$ cat config.mk
export PLATFORM = sky130hd
export DESIGN_NAME = id_ex_ctrl
export DESIGN_NICKNAME = d
export VERILOG_FILES = /design/src/rtl/ctrl_pkg.sv /design/src/rtl/main_decoder.sv /design/src/rtl/id_ex_ctrl.sv
export SDC_FILE = /design/constraint.sdc
export NUM_CORES = 1
export LEC_CHECK = 0
export ABC_AREA = 1
export BUFFER_PORTS_ARGS = -buffer_cell sky130_fd_sc_hd__buf_4
export CAP_MARGIN = 10
export CORE_MARGIN = 4
export CORE_UTILIZATION = 41
export CTS_BUF_LIST = sky130_fd_sc_hd__clkbuf_8 sky130_fd_sc_hd__clkbuf_16
export DETAILED_ROUTE_END_ITERATION = 7
export GPL_TIMING_DRIVEN = 1
export PLACE_DENSITY = 0.78
export SYNTH_ARGS = -nofsm -noshare
export SYNTH_HDL_FRONTEND = slang
export SYNTH_SLANG_ARGS = --single-unit
$ cat constraint.sdc
create_clock -name clk -period 0.8 [get_ports clk]
set_input_delay 0.08 -clock clk [delete_from_list [all_inputs] [get_ports clk]]
set_output_delay 0.08 -clock clk [all_outputs]
set_load 0.02 [all_outputs]
$ cat src/rtl/ctrl_pkg.sv
// ctrl_pkg: shared constants and the control-bundle type for the ID-stage main
// decoder and the ID/EX control register. The EX-stage ALU control decoder
// imports the same ALUOp and funct constants so both ends agree on encodings.
package ctrl_pkg;

  localparam logic [5:0] OP_RTYPE = 6'b000000;
  localparam logic [5:0] OP_LW    = 6'b100011;
  localparam logic [5:0] OP_SW    = 6'b101011;
  localparam logic [5:0] OP_BEQ   = 6'b000100;
  localparam logic [5:0] OP_BNE   = 6'b000101;
  localparam logic [5:0] OP_ADDI  = 6'b001000;
  localparam logic [5:0] OP_J     = 6'b000010;

  localparam logic [5:0] FN_ADD = 6'b100000;
  localparam logic [5:0] FN_SUB = 6'b100010;
  localparam logic [5:0] FN_AND = 6'b100100;
  localparam logic [5:0] FN_OR  = 6'b100101;
  localparam logic [5:0] FN_SLT = 6'b101010;

  localparam logic [1:0] ALUOP_ADD   = 2'b00;
  localparam logic [1:0] ALUOP_SUB   = 2'b01;
  localparam logic [1:0] ALUOP_FUNCT = 2'b10;

  // EX/MEM/WB control bundle carried from ID into EX.
  typedef struct packed {
    logic       valid;
    logic       reg_write;
    logic       memto_reg;
    logic       mem_read;
    logic       mem_write;
    logic       branch;
    logic       branch_ne;
    logic       alu_src;
    logic       reg_dst;
    logic [1:0] alu_op;
    logic [5:0] funct;
  } ctrl_t;

  // A bubble is an all-zero bundle: no side effects anywhere downstream.
  localparam ctrl_t BUBBLE = '0;

  function automatic logic funct_legal(input logic [5:0] fn);
    return (fn == FN_ADD) || (fn == FN_SUB) || (fn == FN_AND) ||
           (fn == FN_OR)  || (fn == FN_SLT);
  endfunction

endpackage

$ cat src/rtl/main_decoder.sv
// main_decoder: combinational MIPS-32 subset main control decoder.
// Ports:
//   opcode  in  6   instruction[31:26]
//   funct   in  6   instruction[5:0]
//   ctrl    out     decoded control bundle (BUBBLE when illegal)
//   illegal out 1   unlisted opcode, or R-type with an unsupported funct
module main_decoder
  import ctrl_pkg::*;
(
  input  logic [5:0] opcode,
  input  logic [5:0] funct,
  output ctrl_t      ctrl,
  output logic       illegal
);

  always_comb begin
    ctrl    = BUBBLE;
    illegal = 1'b0;
    unique case (opcode)
      OP_RTYPE: begin
        if (funct_legal(funct)) begin
          ctrl.valid     = 1'b1;
          ctrl.reg_write = 1'b1;
          ctrl.reg_dst   = 1'b1;
          ctrl.alu_op    = ALUOP_FUNCT;
          ctrl.funct     = funct;
        end else begin
          illegal = 1'b1;
        end
      end
      OP_LW: begin
        ctrl.valid     = 1'b1;
        ctrl.reg_write = 1'b1;
        ctrl.memto_reg = 1'b1;
        ctrl.mem_read  = 1'b1;
        ctrl.alu_src   = 1'b1;
        ctrl.alu_op    = ALUOP_ADD;
      end
      OP_SW: begin
        ctrl.valid     = 1'b1;
        ctrl.mem_write = 1'b1;
        ctrl.alu_src   = 1'b1;
        ctrl.alu_op    = ALUOP_ADD;
      end
      OP_BEQ: begin
        ctrl.valid  = 1'b1;
        ctrl.branch = 1'b1;
        ctrl.alu_op = ALUOP_SUB;
      end
      OP_BNE: begin
        ctrl.valid     = 1'b1;
        ctrl.branch    = 1'b1;
        ctrl.branch_ne = 1'b1;
        ctrl.alu_op    = ALUOP_SUB;
      end
      OP_ADDI: begin
        ctrl.valid     = 1'b1;
        ctrl.reg_write = 1'b1;
        ctrl.alu_src   = 1'b1;
        ctrl.alu_op    = ALUOP_ADD;
      end
      // Jump resolves in ID; EX only sees an occupied, side-effect-free slot.
      OP_J: ctrl.valid = 1'b1;
      default: illegal = 1'b1;
    endcase
  end

endmodule

$ cat src/rtl/id_ex_ctrl.sv
// id_ex_ctrl: ID-stage main control decode fused with the control half of the
// ID/EX pipeline register, updated under hazard-unit control.
// Optional feature macro: CTRL_PERF_CNT_EN (adds perf_bubbles / perf_illegal).
// Ports:
//   clk, reset        clock; asynchronous active-high reset
//   id_instr, id_valid instruction in ID and its occupancy flag
//   hz_bubble, hz_hold hazard unit: insert bubble / freeze EX
//   br_flush          squash ID, EX receives a bubble (beats hz_hold)
//   id_jump           combinational jump indication in ID
//   ex_*              registered EX control bundle, ex_illegal flag
//   perf_bubbles, perf_illegal  (CTRL_PERF_CNT_EN only) event counters
// Valid semantics: ex_valid=1 marks an occupied EX slot holding a real
// instruction; ex_valid=0 is a bubble and every other ex_* control is 0.
// There is no backpressure: EX accepts a new bundle every non-hold edge.
module id_ex_ctrl
  import ctrl_pkg::*;
(
  input  logic        clk,
  input  logic        reset,
  input  logic [31:0] id_instr,
  input  logic        id_valid,
  input  logic        hz_bubble,
  input  logic        hz_hold,
  input  logic        br_flush,
  output logic        id_jump,
  output logic        ex_valid,
  output logic        ex_RegWrite,
  output logic        ex_MemtoReg,
  output logic        ex_MemRead,
  output logic        ex_MemWrite,
  output logic        ex_Branch,
  output logic        ex_BranchNe,
  output logic        ex_ALUSrc,
  output logic        ex_RegDst,
  output logic [1:0]  ex_ALUOp,
  output logic [5:0]  ex_funct,
  output logic        ex_illegal
`ifdef CTRL_PERF_CNT_EN
  ,
  output logic [31:0] perf_bubbles,
  output logic [31:0] perf_illegal
`endif
);

  ctrl_t dec_ctrl;
  logic  dec_illegal;
  ctrl_t ex_q, ex_d;
  logic  ill_q, ill_d;
  logic  load_bubble;

  // Register/shamt/immediate fields are not needed for control decode.
  logic  unused_fields;
  assign unused_fields = ^id_instr[25:6];

  main_decoder u_dec (
    .opcode  (id_instr[31:26]),
    .funct   (id_instr[5:0]),
    .ctrl    (dec_ctrl),
    .illegal (dec_illegal)
  );

  assign id_jump = id_valid && (id_instr[31:26] == OP_J);

  // Update priority: flush > hold > hz_bubble > empty ID > decoded bundle.
  always_comb begin
    ex_d        = ex_q;
    ill_d       = ill_q;
    load_bubble = 1'b0;
    if (br_flush) begin
      ex_d        = BUBBLE;
      ill_d       = 1'b0;
      load_bubble = 1'b1;
    end else if (hz_hold) begin
      ex_d  = ex_q;
      ill_d = ill_q;
    end else if (hz_bubble || !id_valid) begin
      ex_d        = BUBBLE;
      ill_d       = 1'b0;
      load_bubble = 1'b1;
    end else if (dec_illegal) begin
      ex_d        = BUBBLE;
      ill_d       = 1'b1;
      load_bubble = 1'b1;
    end else begin
      ex_d  = dec_ctrl;
      ill_d = 1'b0;
    end
  end

  always_ff @(posedge clk or posedge reset) begin
    if (reset) begin
      ex_q  <= BUBBLE;
      ill_q <= 1'b0;
    end else begin
      ex_q  <= ex_d;
      ill_q <= ill_d;
    end
  end

`ifdef CTRL_PERF_CNT_EN
  // Counters only advance on load edges, so they freeze during hold.
  always_ff @(posedge clk or posedge reset) begin
    if (reset) begin
      perf_bubbles <= '0;
      perf_illegal <= '0;
    end else begin
      if (load_bubble)          perf_bubbles <= perf_bubbles + 32'd1;
      if (load_bubble && ill_d) perf_illegal <= perf_illegal + 32'd1;
    end
  end
`else
  logic unused_load_bubble;
  assign unused_load_bubble = load_bubble;
`endif

  assign ex_valid    = ex_q.valid;
  assign ex_RegWrite = ex_q.reg_write;
  assign ex_MemtoReg = ex_q.memto_reg;
  assign ex_MemRead  = ex_q.mem_read;
  assign ex_MemWrite = ex_q.mem_write;
  assign ex_Branch   = ex_q.branch;
  assign ex_BranchNe = ex_q.branch_ne;
  assign ex_ALUSrc   = ex_q.alu_src;
  assign ex_RegDst   = ex_q.reg_dst;
  assign ex_ALUOp    = ex_q.alu_op;
  assign ex_funct    = ex_q.funct;
  assign ex_illegal  = ill_q;

endmodule

==> results <==
- The count of synthesis-stage warnings from yosys is 0.
- The master of the slowest instance on the critical path is dfrtp_1.
- After detailed routing, the average wire length per cell comes to roughly 13 um.
- The routed layout has 930 vias.
- In this run the power spent charging and discharging nets is between 400 and 500 uW.
- The number of distinct library cell variants in the gate-level netlist after synthesis is 18.
- The biggest area contributor in the post-synthesis netlist is dfrtp_1.
- The critical path class is flip-flop to output port.
- The worst IR drop on VDD is between 1 and 1.5 mV.
- The count of buffer and inverter cells on the critical path is 1.
- The starting DRC count in detailed routing is 15.
- TritonCTS built the clock tree.
- The pre-antenna-repair detailed-routing pass consisted of 4 iterations.
- The detail route stage leaves a number of antenna-violating nets equal to 0.
- In this run the mean area of a mapped cell was around 8 sq um.
- The repair_antennas step left the layout with diodes totalling 0.
- For the pin with the worst max-slew slack, the measured transition is 0.1948 ns.
- The number of placement rows is 16.
- The layout overhead on the synthesized area is 66.67%.
- The first global-routing pass estimated between 3 and 4 mm of wire.
- The peak per-stage delay on the critical path is roughly 0.42 ns.
- The maximum number of pins on one net before global-route repair is 17.
- The arrival time at the worst endpoint is about 0.82 ns.
- The tree is rooted in a clkbuf_8.
- Net switching is 23.86% of the power.
- Using the TritonRoute via totals, the vias-per-cell ratio works out to 4.769.
- The cell count after synthesis came out at about 110.
- The highest net fanout along the worst path is 3.
- By area the synthesized netlist is led by dfrtp_1, nand2_1, inv_1.
- In this run, flip-flops and latches consume between 40% and 50% of the power.
- Combinational logic burns ~16% of the power.
- The number of placed cells counting well taps is about 180.
- The die covers roughly 0.003 sq mm.
- The number of filler instances in the final layout is roughly 150.
- The final reports fail on negative setup slack.
- In this run, synthesis produced a sequential element count of 16.
- From bottom edge to top edge, the die measures 54.88 um.
- The flow ran to the end, but the final reports show violations.
- The final number of hold-violating endpoints is 0.
- The floorplan core area is ~0.0020 sq mm.
- The clock transition at the register clock pins on the worst setup and hold paths after CTS is roughly 0.070 ns.
- The category of the worst setup path capture point is an output port.
- After layout, the worst path uses 111.9% of the clock period.
- The critical path launch point type is a flip-flop.
- The top cell type by area accounts for 44.44% of the synthesized area.
- The width of the die is between 50 and 60 um.
- The total nets after synthesis is between 150 and 200.
- For this design the top-level I/O count stands at 57.
- The via count of the first global-routing pass is about 800.
- The area used by multi-input combinational logic is 422.9 sq um.
- Routability-driven placement finished with a final weighted congestion of 0.8814.
- Walking the worst path, the cells encountered are buf_6.
- For this run, design rule violations remaining after detail routing come to 0.
- The max-capacitance violation count is 0.
- The total routing usage reported by global routing is 16.89%.
- Subtracting the final worst setup slack from the clock period gives a little under 0.9 ns.
- Buffers placed on the I/O ports in this run total 36.
- The count of final max-slew check failures is 0.
- Headroom to the max-slew limit came out at between 80 and 90%.
- The deepest level of the CTS H-tree is 1.
- At the worst endpoint, the required time is between 0.7 and 0.8 ns.
- The number of nets in the layout is ~210.
- Clock tree synthesis inserted a total of 3 buffers.
- The kind of cell with the highest combined delay along the critical path is flip-flops.
- The final setup violation count is 18.
- Internal power comes to 1396 uW.
- The TritonCTS sink count is 16.
- The analysis attributes to cell leakage a power of just over 0.0008 uW.
- The clock power share is ~39%.
- The initial antenna violation count is 0.
- Power spread over the standard cell area amounts to approximately 1200 mW/mm^2.
- The peak clock frequency supported by timing is roughly 1.1 GHz.
- Between clock sinks in the finished design, the worst skew comes to 0 ns.
- The tightest min-delay check is of the input pin to flip-flop type.
- The final worst setup slack is -0.09525 ns.
- For the worst-skew pair, the clock arrives at the later sink with an insertion delay of 0.24 ns.
- Sequential elements use approximately 44% of the synthesized area.
- Setup repair after global routing could not meet its margin everywhere.
- Global routing finished with a remaining overflow of 0.
- The initial utilization of the core area, before any placement, comes to 44.55%.
- The register area is between 400 and 500 sq um.
- The mapped netlist covers roughly 900 sq um.
- Counting along the longest clock path gives a buffer depth of 2.
- The utilization after layout is between 70% and 80%.
- The non-filler instance count after layout is between 150 and 200.
- Of the cells placed in the final design, the portion with a size suffix greater than 1 is between 40% and 50%.
- The half-perimeter wire length of the detailed placement result is 1.622 mm.
- Summed over all layers, the routed wires come to ~2.5 mm.
[per-stage QoR]
step / setup TNS [ns] / total power [uW] / instance area, sq um / setup WS, ns / hold slack, ns
floorplan: 0 / 945.4 / 900.9 / 0.05228 / -0.006261
global placement: -0.8753 / 1090 / 1272 / -0.09813 / 0.09666
detailed placement: -1.151 / 1097 / 1272 / -0.1369 / 0.1091
CTS: -1.158 / 1820 / 1435 / -0.09017 / 0.08790
global route: -1.526 / 1900 / 1501 / -0.1162 / 0.08928
finish: -1.149 / 1834 / 1501 / -0.09525 / 0.08379
[Yosys cell counts]
cell type  instances
nor2_4             6
nor2_1             6
nor2_2             3
nand2_2            2
nor3_1             1
and3_4             1
inv_1             18
nand2_1           34
dfrtp_1           16
nand4_1            4
buf_4              2
buf_2              1
nand3_4            1
o21ai_2            4
nand3_1            8
o21ai_1            3
inv_2              2
nand3b_1           1
[timing repair]
| item | 4_1_cts | 5_1_grt |
|---|---|---|
| hold buffers | 1 | 0 |
| endpoints found under the hold margin | 16 | 0 |
| setup endpoints to repair | 18 | 20 |
| buffers inserted | 5 | 2 |
| gates resized for setup | 16 | 15 |
| pin swaps | 0 | 5 |
[sequential cells by signal, summed over array words and instances (netlist names)]
signal       count
ex_ALUOp         1
ex_ALUSrc        1
ex_Branch        1
ex_BranchNe      1
ex_MemWrite      1
ex_MemtoReg      1
ex_RegDst        1
ex_RegWrite      1
ex_funct         6
ex_illegal       1
ex_valid         1
[kinds of logic (layout without fill, tap and decap cells)]
group	Yosys count	count (layout)	share of synthesized area [%]
and+or+nand+nor	67	67	39.44
AOI/OAI and AO/OA	7	7	5.555
DFF	16	16	44.44
buffers and inverters	23	78	10.55
[power groups by stage]
stage	logic, uW	clock network (uW)	registers, uW
3_3_place_gp	261	0	829
4_1_cts	277	728	815
5_1_grt	326	759	815
3_5_place_dp	268	0	829
6_report	300	719	815
2_1_floorplan	112	0	834
[placed cells by master (no fill, tap or decap)]
cell type,Yosys,routed
nand2_1,34,34
clkbuf_8,0,4
and3_4,1,1
o21ai_2,4,4
nand3b_1,1,1
nand3_4,1,1
buf_4,2,28
nand3_1,8,7
dlygate4sd3_1,0,1
inv_1,18,17
nand2_2,2,2
o21ai_1,3,3
buf_12,0,1
inv_2,2,3
dfrtp_1,16,16
buf_6,0,23
nor2_1,6,3
nand3_2,0,1
buf_8,0,1
nand4_1,4,4
nor2_4,6,7
nor2_2,3,5
nor3_1,1,1
[cell type report]
| class | instances | area share (%) |
|---|---|---|
| Clock buffer | 4 | 3.667 |
| Inverter | 20 | 5.000 |
| Multi-Input combinational cell | 74 | 28.17 |
| Sequential cell | 16 | 26.67 |
| Tap cell | 27 | 2.250 |
| Timing Repair Buffer | 54 | 34.25 |
[final timing paths]
| path | startpoint | end | slack [ns] | depth (start not counted) |
|---|---|---|---|---|
| setup / recovery | ex_RegDst | ex_ALUOp[1] | -0.1 | 1 |
| hold / removal | id_instr[0] | ex_funct[0] | 0.08 | 3 |
| setup reg to reg | ex_BranchNe | ex_BranchNe | 0.03 | 3 |
| hold reg to reg | ex_funct[0] | ex_funct[0] | 0.51 | 2 |
| max in group asynchronous | reset | ex_BranchNe | 0.20 | 4 |
| min in group asynchronous | reset | ex_ALUSrc | 0.42 | 4 |
[routing by layer]
metal  up-vias  track usage [%]  routed length, um
met1       424            19.87                950
li1        461                -                  -
met3         4            2.452                162
met4         0            4.979                 31
met2        41            31.10               1387
met5         -                0                  0
Power figures use the tool's default switching activity.
